[config.mk]
export PLATFORM = sky130hd
export DESIGN_NAME = fpadd_align_pipe
export DESIGN_NICKNAME = d
export VERILOG_FILES = /design/src/rtl/fpadd_pkg.sv /design/src/rtl/fpadd_shift_stage.sv /design/src/rtl/fpadd_align_pipe.sv
export SDC_FILE = /design/constraint.sdc
export NUM_CORES = 1
export LEC_CHECK = 0
export CAP_MARGIN = 20
export CELL_PAD_IN_SITES_DETAIL_PLACEMENT = 2
export CELL_PAD_IN_SITES_GLOBAL_PLACEMENT = 2
export CORE_ASPECT_RATIO = 1.5
export CORE_UTILIZATION = 39
export CTS_CLUSTER_SIZE = 8
export DETAILED_ROUTE_END_ITERATION = 12
export DONT_BUFFER_PORTS = 1
export GPL_ROUTABILITY_DRIVEN = 0
export PLACE_DENSITY = 0.74
export SETUP_SLACK_MARGIN = 0.2
export SLEW_MARGIN = 20
export SYNTH_ARGS = -nofsm -noshare
export SYNTH_HDL_FRONTEND = slang
export SYNTH_HIERARCHICAL = 1
export SYNTH_SLANG_ARGS = --single-unit
[constraint.sdc]
create_clock -name clk -period 1.9 [get_ports clk]
set_clock_uncertainty 0.15 [all_clocks]
set_input_delay 0.57 -clock clk [delete_from_list [all_inputs] [get_ports clk]]
set_output_delay 0.57 -clock clk [all_outputs]
set_load 0.02 [all_outputs]
[src/rtl/fpadd_pkg.sv]
// rtl/fpadd_pkg.sv - shift-mode encodings and constant helpers for the alignment pipe
package fpadd_pkg;

   localparam logic [1:0] MODE_RSA = 2'b00;
   localparam logic [1:0] MODE_RSL = 2'b01;
   localparam logic [1:0] MODE_LSL = 2'b10;

   function automatic int clog2_f(input int v);
      int r;
      r = 0;
      while ((1 << r) < v) r++;
      return r;
   endfunction

   function automatic int min_f(input int a, input int b);
      return (a < b) ? a : b;
   endfunction

endpackage

[src/rtl/fpadd_shift_stage.sv]
// rtl/fpadd_shift_stage.sv - one barrel level (shift by 2^LVL) plus its pipeline register
// Sticky tracking exists only when STICKY_EN is defined.
module fpadd_shift_stage
   import fpadd_pkg::*;
#(
   parameter int W    = 27,
   parameter int wE   = 8,
   parameter int TAGW = 8,
   parameter int LVL  = 0
)
(
   input  logic            clk,
   input  logic            rst_n,
   input  logic            en_i,
   input  logic            valid_i,
   input  logic [W-1:0]    data_i,
`ifdef STICKY_EN
   input  logic            sticky_i,
   output logic            sticky_o,
`endif
   input  logic            kill_i,
   input  logic [1:0]      mode_i,
   input  logic [wE-1:0]   n_i,
   input  logic [TAGW-1:0] tag_i,
   output logic            valid_o,
   output logic [W-1:0]    data_o,
   output logic            kill_o,
   output logic [1:0]      mode_o,
   output logic [wE-1:0]   n_o,
   output logic [TAGW-1:0] tag_o
);

   localparam int SH = 1 << LVL;

   logic            do_shift;
   logic [W-1:0]    data_d;
   logic            valid_q, kill_q;
   logic [W-1:0]    data_q;
   logic [1:0]      mode_q;
   logic [wE-1:0]   n_q;
   logic [TAGW-1:0] tag_q;

   // A killed beat travels unshifted; the top replaces it with the fill pattern.
   always_comb begin
      do_shift = n_i[LVL] && !kill_i;
      data_d   = data_i;
      if (do_shift) begin
         case (mode_i)
            MODE_LSL: data_d = data_i << SH;
            MODE_RSL: data_d = data_i >> SH;
            default:  data_d = $signed(data_i) >>> SH;
         endcase
      end
   end

   always_ff @(posedge clk or negedge rst_n) begin
      if (!rst_n) begin
         valid_q <= 1'b0;
         data_q  <= '0;
         kill_q  <= 1'b0;
         mode_q  <= MODE_RSA;
         n_q     <= '0;
         tag_q   <= '0;
      end else if (en_i) begin
         valid_q <= valid_i;
         data_q  <= data_d;
         kill_q  <= kill_i;
         mode_q  <= mode_i;
         n_q     <= n_i;
         tag_q   <= tag_i;
      end
   end

`ifdef STICKY_EN
   logic lost, sticky_d, sticky_q;

   always_comb begin
      lost = (mode_i == MODE_LSL) ? |data_i[W-1 -: SH] : |data_i[SH-1:0];
      sticky_d = sticky_i | (do_shift & lost);
   end

   always_ff @(posedge clk or negedge rst_n) begin
      if (!rst_n)    sticky_q <= 1'b0;
      else if (en_i) sticky_q <= sticky_d;
   end

   assign sticky_o = sticky_q;
`endif

   assign valid_o = valid_q;
   assign data_o  = data_q;
   assign kill_o  = kill_q;
   assign mode_o  = mode_q;
   assign n_o     = n_q;
   assign tag_o   = tag_q;

endmodule

[src/rtl/fpadd_align_pipe.sv]
// rtl/fpadd_align_pipe.sv - pipelined barrel shifter aligning an FP-add fraction, one register per level
// Define STICKY_EN to produce the OR of all shifted-out bits on out_sticky.
module fpadd_align_pipe
   import fpadd_pkg::*;
#(
   parameter int wE   = 8,
   parameter int wF   = 23,
   parameter int TAGW = 8
)
(
   input  logic            clk,
   input  logic            rst_n,
   input  logic            in_valid,
   output logic            in_ready,
   input  logic [wF+1:0]   in_frac,
   input  logic [wE-1:0]   in_n,
   input  logic [1:0]      in_mode,
   input  logic [TAGW-1:0] in_tag,
   output logic            out_valid,
   input  logic            out_ready,
   output logic [wF+3:0]   out_frac,
   output logic            out_sticky,
   output logic [TAGW-1:0] out_tag
);

   localparam int W        = wF + 4;
   localparam int maxShift = min_f(clog2_f(W), wE);

   logic            v_s    [0:maxShift];
   logic [W-1:0]    d_s    [0:maxShift];
   logic            kill_s [0:maxShift];
   logic [1:0]      mode_s [0:maxShift];
   logic [wE-1:0]   n_s    [0:maxShift];
   logic [TAGW-1:0] tag_s  [0:maxShift];
`ifdef STICKY_EN
   logic            st_s   [0:maxShift];
   assign st_s[0] = 1'b0;
`endif

   // Every stage, bubbles included, advances only together with the output slot.
   assign in_ready = !out_valid || out_ready;

   assign v_s[0]    = in_valid;
   assign d_s[0]    = {in_frac[wF+1], in_frac, 1'b0};
   assign kill_s[0] = ((in_n >> maxShift) != '0) || (32'(in_n) >= 32'(W));
   assign mode_s[0] = (in_mode == 2'b11) ? MODE_RSA : in_mode;
   assign n_s[0]    = in_n;
   assign tag_s[0]  = in_tag;

   for (genvar i = 0; i < maxShift; i++) begin : g_stage
      fpadd_shift_stage #(
         .W    (W),
         .wE   (wE),
         .TAGW (TAGW),
         .LVL  (i)
      ) u_stage (
         .clk      (clk),
         .rst_n    (rst_n),
         .en_i     (in_ready),
         .valid_i  (v_s[i]),
         .data_i   (d_s[i]),
`ifdef STICKY_EN
         .sticky_i (st_s[i]),
         .sticky_o (st_s[i+1]),
`endif
         .kill_i   (kill_s[i]),
         .mode_i   (mode_s[i]),
         .n_i      (n_s[i]),
         .tag_i    (tag_s[i]),
         .valid_o  (v_s[i+1]),
         .data_o   (d_s[i+1]),
         .kill_o   (kill_s[i+1]),
         .mode_o   (mode_s[i+1]),
         .n_o      (n_s[i+1]),
         .tag_o    (tag_s[i+1])
      );
   end

   assign out_valid = v_s[maxShift];
   assign out_tag   = tag_s[maxShift];

   // Killed beats still carry the original operand, so its sign and OR are at hand here.
   always_comb begin
      out_frac = d_s[maxShift];
      if (kill_s[maxShift]) begin
         out_frac = (mode_s[maxShift] == MODE_RSA) ? {W{d_s[maxShift][W-1]}} : '0;
      end
   end

`ifdef STICKY_EN
   assign out_sticky = kill_s[maxShift] ? |d_s[maxShift] : st_s[maxShift];
`else
   assign out_sticky = 1'b0;
`endif

endmodule

== After elaboration in Yosys (flattened, before gate mapping) ==
Cells that the tools add are included.

* Word-level logic and storage cells: 69
* Bits of input ports: 47
* Register bits after elaboration: 215

* Reductions and logical operators: 15
* Equal/unequal tests: 11
* $lt $le $gt $ge: 1
* Mux-type cells: 13

{| class="wikitable"
|+ Operators with widths
! operator !! number
|-
| $pmux W27 S2 || 5
|-
| $mux W27 || 7
|-
| $eq A2 B2 Y1 const B || 6
|-
| $eq A2 B1 Y1 const B || 5
|-
| $ge A8 B5 Y1 const B || 1
|-
| $reduce_bool A8 Y1 || 1
|-
| $logic_not A1 Y1 || 6
|-
| $logic_and A1 B1 Y1 || 5
|-
| $logic_not A2 Y1 || 1
|-
| $logic_or A1 B1 Y1 || 2
|-
| $mux W2 || 1
|}

== Longest topological paths before layout ==
Gate-level depths: netlist of run 1.

* Word-level depth: 5
* Mapped depth: 8
* Gate-level depth less buffers: 6

== Cells and area by module ==
Netlist of run 1, hierarchy kept.

{| class="wikitable"
|+ Modules (own cells, without submodules)
! module !! area an instance (um2) !! cells each !! instances
|-
| fpadd_shift_stage (g_stage[1].u_stage) || 2301.0 || 208 || 1
|-
| fpadd_shift_stage (g_stage[2].u_stage) || 2273.4 || 191 || 1
|-
| fpadd_shift_stage (g_stage[3].u_stage) || 2269.7 || 200 || 1
|-
| fpadd_shift_stage (g_stage[0].u_stage) || 2229.6 || 209 || 1
|-
| fpadd_shift_stage (g_stage[4].u_stage) || 2059.5 || 189 || 1
|-
| fpadd_align_pipe || 460.4 || 70 || 1
|}

== Worst setup path after synthesis of run 1 ==
Ideal clock, no wire load.

* Kind: input to register
* Start point: in in_mode[0]
* End point: reg g_stage[0].u_stage.data_q[17]
* Required time: 1615 ps
* Path slack: -374 ps
* Stages on the path: 8
* Path buffers: 2
* Library setup time: 135 ps
* Arrival: 1989 ps
* Path through: nor2b_1 inv_1 ha_1 or2_1 buf_6 buf_8 a221oi_1 o22ai_1

* Longest elaborated chain between the ends: 5
* Elaborated cells between the ends (all ways): 6
* Those cells by class: eq/ne: 3; mux: 3

{| class="wikitable"
|+ RTL lines
! what !! RTL line !! source
|-
| start, declared || fpadd_align_pipe.sv:17 || <nowiki>input logic [1:0] in_mode,</nowiki>
|-
| $eq A2 B2 Y1 || fpadd_align_pipe.sv:46 || <nowiki>assign mode_s[0] = (in_mode == 2'b11) ? MODE_RSA : in_mode;</nowiki>
|-
| $mux W2 (*) || fpadd_align_pipe.sv:46 ||
|-
| $eq A2 B1 Y1 or $eq A2 B2 Y1 (tied branches) || fpadd_shift_stage.sv:48 || <nowiki>case (mode_i)</nowiki>
|-
| $pmux W27 S2 (*) || fpadd_shift_stage.sv:48 ||
|-
| $mux W27 (*) || fpadd_shift_stage.sv:47 || <nowiki>if (do_shift) begin</nowiki>
|-
| end signal, assigned || fpadd_shift_stage.sv:66 || <nowiki>data_q <= data_d;</nowiki>
|-
| end, declared || fpadd_shift_stage.sv:38 || <nowiki>logic [W-1:0] data_q;</nowiki>
|}

Mark *: on every way between the ends. The rest lies on a longest branch, timed or not.
A chain may end at the register's enable or synchronous reset.

== Worst setup path in the final report of run 1 ==
* Start point: reg g_stage[4].u_stage.mode_q[0]
* End point: out out_frac[26]

* Longest elaborated chain between the ends: 3

{| class="wikitable"
|+ RTL lines
! what !! RTL line !! source
|-
| start, declared || fpadd_shift_stage.sv:39 || <nowiki>logic [1:0] mode_q;</nowiki>
|-
| start signal, assigned || fpadd_shift_stage.sv:68 || <nowiki>mode_q <= mode_i;</nowiki>
|-
| $logic_not A2 Y1 || fpadd_align_pipe.sv:86 || <nowiki>out_frac = (mode_s[maxShift] == MODE_RSA) ? {W{d_s[maxShift][W-1]}} : '0;</nowiki>
|-
| $mux W27 || fpadd_align_pipe.sv:86 ||
|-
| $mux W27 || fpadd_align_pipe.sv:85 || <nowiki>if (kill_s[maxShift]) begin</nowiki>
|-
| end, declared || fpadd_align_pipe.sv:21 || <nowiki>output logic [wF+3:0] out_frac,</nowiki>
|}

No other way between the ends.

==> metrics.csv, run 1 <==
metric,value,unit
status,"complete, but fails checks",
violations,"negative hold slack, negative setup slack",
max-vdd-ir-drop,1.242,mV
initial_core_util,39.66,%
seq_power_share,33.9,%
worstMarginPinSlew,0.8426,ns
die_w,136.0,µm
yosys_warnings,6,
grt_pass1_wl,62460,µm
holdBufCountCts,8,
p_switching,13.44,mW
die_height,203.0,µm
fin_crit,2.425,ns
hold_violations,205,
final_nets,1167,
htreeDepth,1,
end_kind,output pin,
rsz0062_at_grt,true,
synthesis.area,10510,µm²
io_buffers,0,
via_count,9431,
die_area,27610,µm²
utilization,58.79,%
cts_tree,yes,
drc_errors,0,
critical_path.max_stage_delay,0.39,ns
setup_tns,-13.84,ns
grt_antenna_before_repair,0,
clock_path_buffers,3,
power.share.switching,45.88,%
finalNonFillerCells,1447,
powerDensity,1880,nW/µm²
numCtsBuffers,29,
finalCritPeriodShare,127.6,%
hpwl,20230,µm
timing.critical_path.required,1.18,ns
insertion_delay,0.58,ns
grt_pass1_vias,10146,
syn-instance-count,1007,
overflow,0,
internal-power,15.85,mW
hold_path_class,primary input to asynchronous set/reset pin,
slew-limit-headroom,43.83,%
finalSetupViolCount,66,
syn_to_final_growth,48.24,%
clkTransAtPathRegs,0.06,ns
fmax,0.4123,GHz
postLayoutSetupSlackWorst,-0.5252,ns
start_kind,flip-flop,
place_ws,-0.6118,ns
track_usage,29.83,%
cp.arrival,1.71,ns
wl_per_cell,36.26,µm
wl,52470,µm
crit_chain,"nand4bb_4, buf_12, o21ai_1, buf_4",
cp_max_fo,27,
synth_area_per_cell,10.43,µm²
holdWs,-0.4502,ns
ctsRootBufferMaster,clkbuf_16,
antennaDiodeCount,0,
critPathSlowestCell,dfrtp_1,
dp_cells,1336,
p_clk_share,16.3,%
core,26490,µm²
final_antenna_net_count,0,
crit_type,flip-flop to output pin,
drive_gt1_share,49.46,%
power_frac_comb,49.7,%
p_leak,6.385,nW
clock_sinks,205,
rrSetupSlack,-0.17,ns
first_pass_iters,5,
std_cell_rows,73,
grt_max_degree,206,
slew_violations,0,
dr.first_iter.drc_count,496,
io_pins,85,
maxCapViolCount,0,
viasPerCell,6.518,
[path summary, 6_finish.rpt]
| check | cells past startpoint | from | to |
|---|---|---|---|
| worst max-delay path | 4 | g_stage[4].u_stage/mode_o[0] | out_frac[26] |
| worst min-delay path | 0 | rst_n | g_stage[4].u_stage/tag_o[2] |
| worst min register to register | 1 | g_stage[3].u_stage/tag_o[2] | g_stage[4].u_stage/tag_o[2] |
| worst max register to register | 8 | g_stage[2].u_stage/mode_o[0] | g_stage[3].u_stage/data_o[22] |
| max in group asynchronous | 0 | rst_n | g_stage[0].u_stage/mode_o[1] |
| min in group clk | 1 | in_n[2] | g_stage[0].u_stage/n_o[2] |
[sequential cells by signal, summed over array words and instances (netlist names)]
name,flops
g_stage.u_stage/n_o,10
g_stage.u_stage/mode_o,10
g_stage.u_stage/kill_o,5
g_stage.u_stage/data_o,135
g_stage.u_stage/valid_o,5
g_stage.u_stage/tag_o,40
[critical path: cells and delay by family (launching register included)]
family | cells | cell delay [ns]
flops | 1 | 0.39
buf+inv | 2 | 0.37
simple gates | 1 | 0.24
compound gates | 1 | 0.13
[power by group through the flow]
stage / registers, mW / logic [mW] / clock network [mW]
floorplan: 7.68 / 6.16 / 0
global placement: 8.49 / 7.79 / 0
detailed placement: 8.62 / 8.13 / 0
CTS: 8.89 / 10.8 / 4.63
global route: 10.0 / 15.1 / 4.96
finish: 9.94 / 14.6 / 4.78
[layout make-up]
type	instances	area, µm²
multi-input combinational	626	6456
clock buffer	29	725.7
clock inverter	2	13.76
sequential	205	5149
tap	337	421.7
fill	2303	10920
timing repair buffer	168	2486
inverter	80	320.3
[cell usage in the layout (no fill, tap or decap), types with 33 or more instances in the layout]
cell type and count:
clkbuf_16 43, nand2_1 55, buf_6 53, o22ai_1 33, a221oi_2 36, a221oi_4 35, dfrtp_1 190, buf_4 39
o21ai_0 39, inv_1 73, mux2_4 46, nor2_4 40
[metal layers]
layer  share of wire (%)  global-route usage, %  wire (µm)  vias up
met5                   0                      0          0        -
met4                 7.3                  14.84       3813        0
met2                  54                  55.82      28410      360
li1                    -                      -          -     3894
met1                  35                  31.89      18230     4957
met3                 3.8                  4.295       2016      220
[through the flow]
stage / total power [mW] / cell area (µm²)
final: 29.28 / 15570
after global routing: 30.09 / 15570
after CTS: 24.37 / 13770
after detailed placement: 16.75 / 11450
after global placement: 16.28 / 11450
after floorplan: 13.85 / 10750
[repair_timing]
action | 4_1_cts | 5_1_grt
gates resized for setup | 233 | 226
buffers inserted | 23 | 18
cloned | 13 | 18
endpoints found under the hold margin | 213 | 205
setup endpoints to repair | 161 | 203
pin swaps | 59 | 73
Note: power is estimated with default switching activity, not from simulation.
==> run 2, diff against run 1 <==
--- a/config.mk
+++ b/config.mk
@@ -15,7 +15,7 @@
 export DONT_BUFFER_PORTS = 1
 export GPL_ROUTABILITY_DRIVEN = 0
 export PLACE_DENSITY = 0.74
-export SETUP_SLACK_MARGIN = 0.2
+export SETUP_SLACK_MARGIN = 0.02
 export SLEW_MARGIN = 20
 export SYNTH_ARGS = -nofsm -noshare
 export SYNTH_HDL_FRONTEND = slang
==> run 2 against run 1 <==
- the flow still finishes with violations (negative hold slack, negative setup slack)
- sequential share of layout area up 6.5 points
- non-clock buffer count down 64
- clock-buffer cell count unchanged
- clock power down 5.9%
- power down 22%
- global-route usage down 6.2 points
- wire length down 34%
- combinational power down 35%
- critical path depth unchanged
- via count down 12%
- worst hold slack better by 0.023 ns
- first-iteration DRC count down 41%
==> metrics.csv, run 2 (synthesized netlist as in run 1, its figures left out) <==
metric,value,unit,change
io_buffers,0,,unchanged
track_usage,23.64,%,-6.2 points
final_nets,1104,,-5.4%
die_w,136.0,µm,unchanged
overflow,0,,unchanged
hold_path_class,primary input to asynchronous set/reset pin,,
cp.arrival,1.60,ns,-0.11 ns
status,"complete, but fails checks",,
path_delay_family,flip-flops,,
finalSetupViolCount,33,,-50%
grt_pass1_vias,9128,,-10%
first_pass_iters,4,,-1
mostFrequentLayoutCells,"dfrtp_1, inv_1, nor2_1, nand2_1, mux2_2",,
wl_per_cell,25.12,µm,-31%
ctsRootBufferMaster,clkbuf_16,,
cp_max_fo,27,,unchanged
multi_input_comb_area,5106,µm²,-21%
die_height,203.0,µm,unchanged
largest_reg_flops,135,,unchanged
postLayoutSetupSlackWorst,-0.4203,ns,+0.1049 ns
insertion_delay,0.56,ns,-0.02 ns
holdWs,-0.4273,ns,+0.02290 ns
mostFrequentLayoutCell,dfrtp_1,,
via_count,8266,,-12%
crit_type,flip-flop to output pin,,
clock_sinks,205,,unchanged
violations,"negative hold slack, negative setup slack",,
initial_core_util,39.66,%,unchanged
critPathSlowestCell,dfrtp_1,,
maxCapViolCount,0,,unchanged
std_cell_rows,73,,unchanged
clkTransAtPathRegs,0.05,ns,about the same
path_buf_inv,2,,unchanged
place_ws,-0.6130,ns,-0.001186 ns
clock_path_buffers,3,,unchanged
fin_crit,2.320,ns,-0.1049 ns
slew-limit-headroom,57.11,%,+13 points
wl,34760,µm,-34%
worstMarginPinSlew,0.6421,ns,-0.2005 ns
powerDensity,1760,nW/µm²,-6.4%
critical_path.max_stage_delay,0.38,ns,about the same
grt_max_degree,206,,unchanged
slew_violations,0,,unchanged
io_pins,85,,unchanged
setup_tns,-9.828,ns,+4.013 ns
rsz0062_at_grt,true,,
core,26490,µm²,unchanged
final_antenna_net_count,0,,unchanged
max-vdd-ir-drop,0.8543,mV,-31%
crit_chain,"nand4bb_4, buf_12, o21ai_0, buf_4",,
numCtsBuffers,29,,unchanged
grt_antenna_before_repair,0,,unchanged
finalCritPeriodShare,122.1,%,-5.5 points
antennaDiodeCount,0,,unchanged
seqCellArea,5134,µm²,-0.29%
drive_gt1_share,29.89,%,-20 points
holdBufCountCts,9,,+1
hpwl,20280,µm,+0.26%
die_area,27610,µm²,unchanged
grt_pass1_wl,51390,µm,-18%
fmax,0.4310,GHz,+4.5%
dr.first_iter.drc_count,291,,-41%
drc_errors,0,,unchanged
end_kind,output pin,,
cts_tree,yes,,
syn_to_final_growth,23.45,%,
p_leak,5.376,nW,-16%
start_kind,flip-flop,,
fillers,2657,,+15%
htreeDepth,1,,unchanged
viasPerCell,5.973,,-8.4%
hold_violations,205,,unchanged
timing.critical_path.required,1.18,ns,about the same
==> run 2: cell types whose count changed in the layout (fill, tap and decap cells not counted), sizes merged <==
cell	previous run	this run
buf	145	89
clkbuf	43	34
dlygate4sd3	8	9
nor2b	10	11
==> run 2: final timing paths <==
path	from	end	slack (ns)	cells past startpoint
setup / recovery	g_stage[4].u_stage/mode_o[0]	out_frac[3]	-0.42	4
hold / removal	rst_n	g_stage[0].u_stage/mode_o[1]	-0.43	0
setup reg to reg	g_stage[1].u_stage/mode_o[1]	g_stage[2].u_stage/data_o[25]	-0.07	5
hold reg to reg	g_stage[0].u_stage/valid_o	g_stage[0].u_stage/valid_o	0.34	1
max in group asynchronous	rst_n	g_stage[4].u_stage/data_o[4]	1.72	0
min in group clk	in_tag[6]	g_stage[0].u_stage/tag_o[6]	0.01	1
==> run 2: final cells by class <==
cell class | instances | area share (%)
inverter | 80 | 2.315
tap | 337 | 3.251
sequential | 205 | 39.59
multi-input combinational | 627 | 39.37
clock buffer | 29 | 5.596
timing repair buffer | 104 | 9.773
clock inverter | 2 | 0.1061
==> run 2: timing repair <==
item	in CTS	in global routing
hold endpoints to repair	214	205
gates cloned	3	5
pin swaps	11	48
endpoints found under the setup margin	71	107
buffers inserted	6	8
gates resized for setup	24	59
==> run 2: metal layers <==
layer / GRT usage (%) / share of wire [%]
met5: 0 / 0
met3: 3.021 / 2.8
met2: 43.82 / 55
met1: 26.91 / 38
met4: 9.246 / 4.4
==> run 2: stage by stage <==
stage               cell area (µm²)  util, %  power [mW]  instances  hold slack, ns
finish                        12970    48.96       22.83       1384         -0.4273
CTS                           12370    46.71       21.56       1371         -0.4485
global route                  12970    48.96       24.04       1384         -0.4516
global placement              11320    42.73       15.98       1322          0.1324
floorplan                     10700        -       13.73       1009          0.1244
detailed placement            11320    42.73       16.46       1322          0.1325
==> run 2: where the power goes <==
part	internal (mW)	switching, mW	total, mW
clock	2.66	1.84	4.50
sequential	6.34	2.57	8.91
combinational	4.25	5.17	9.42
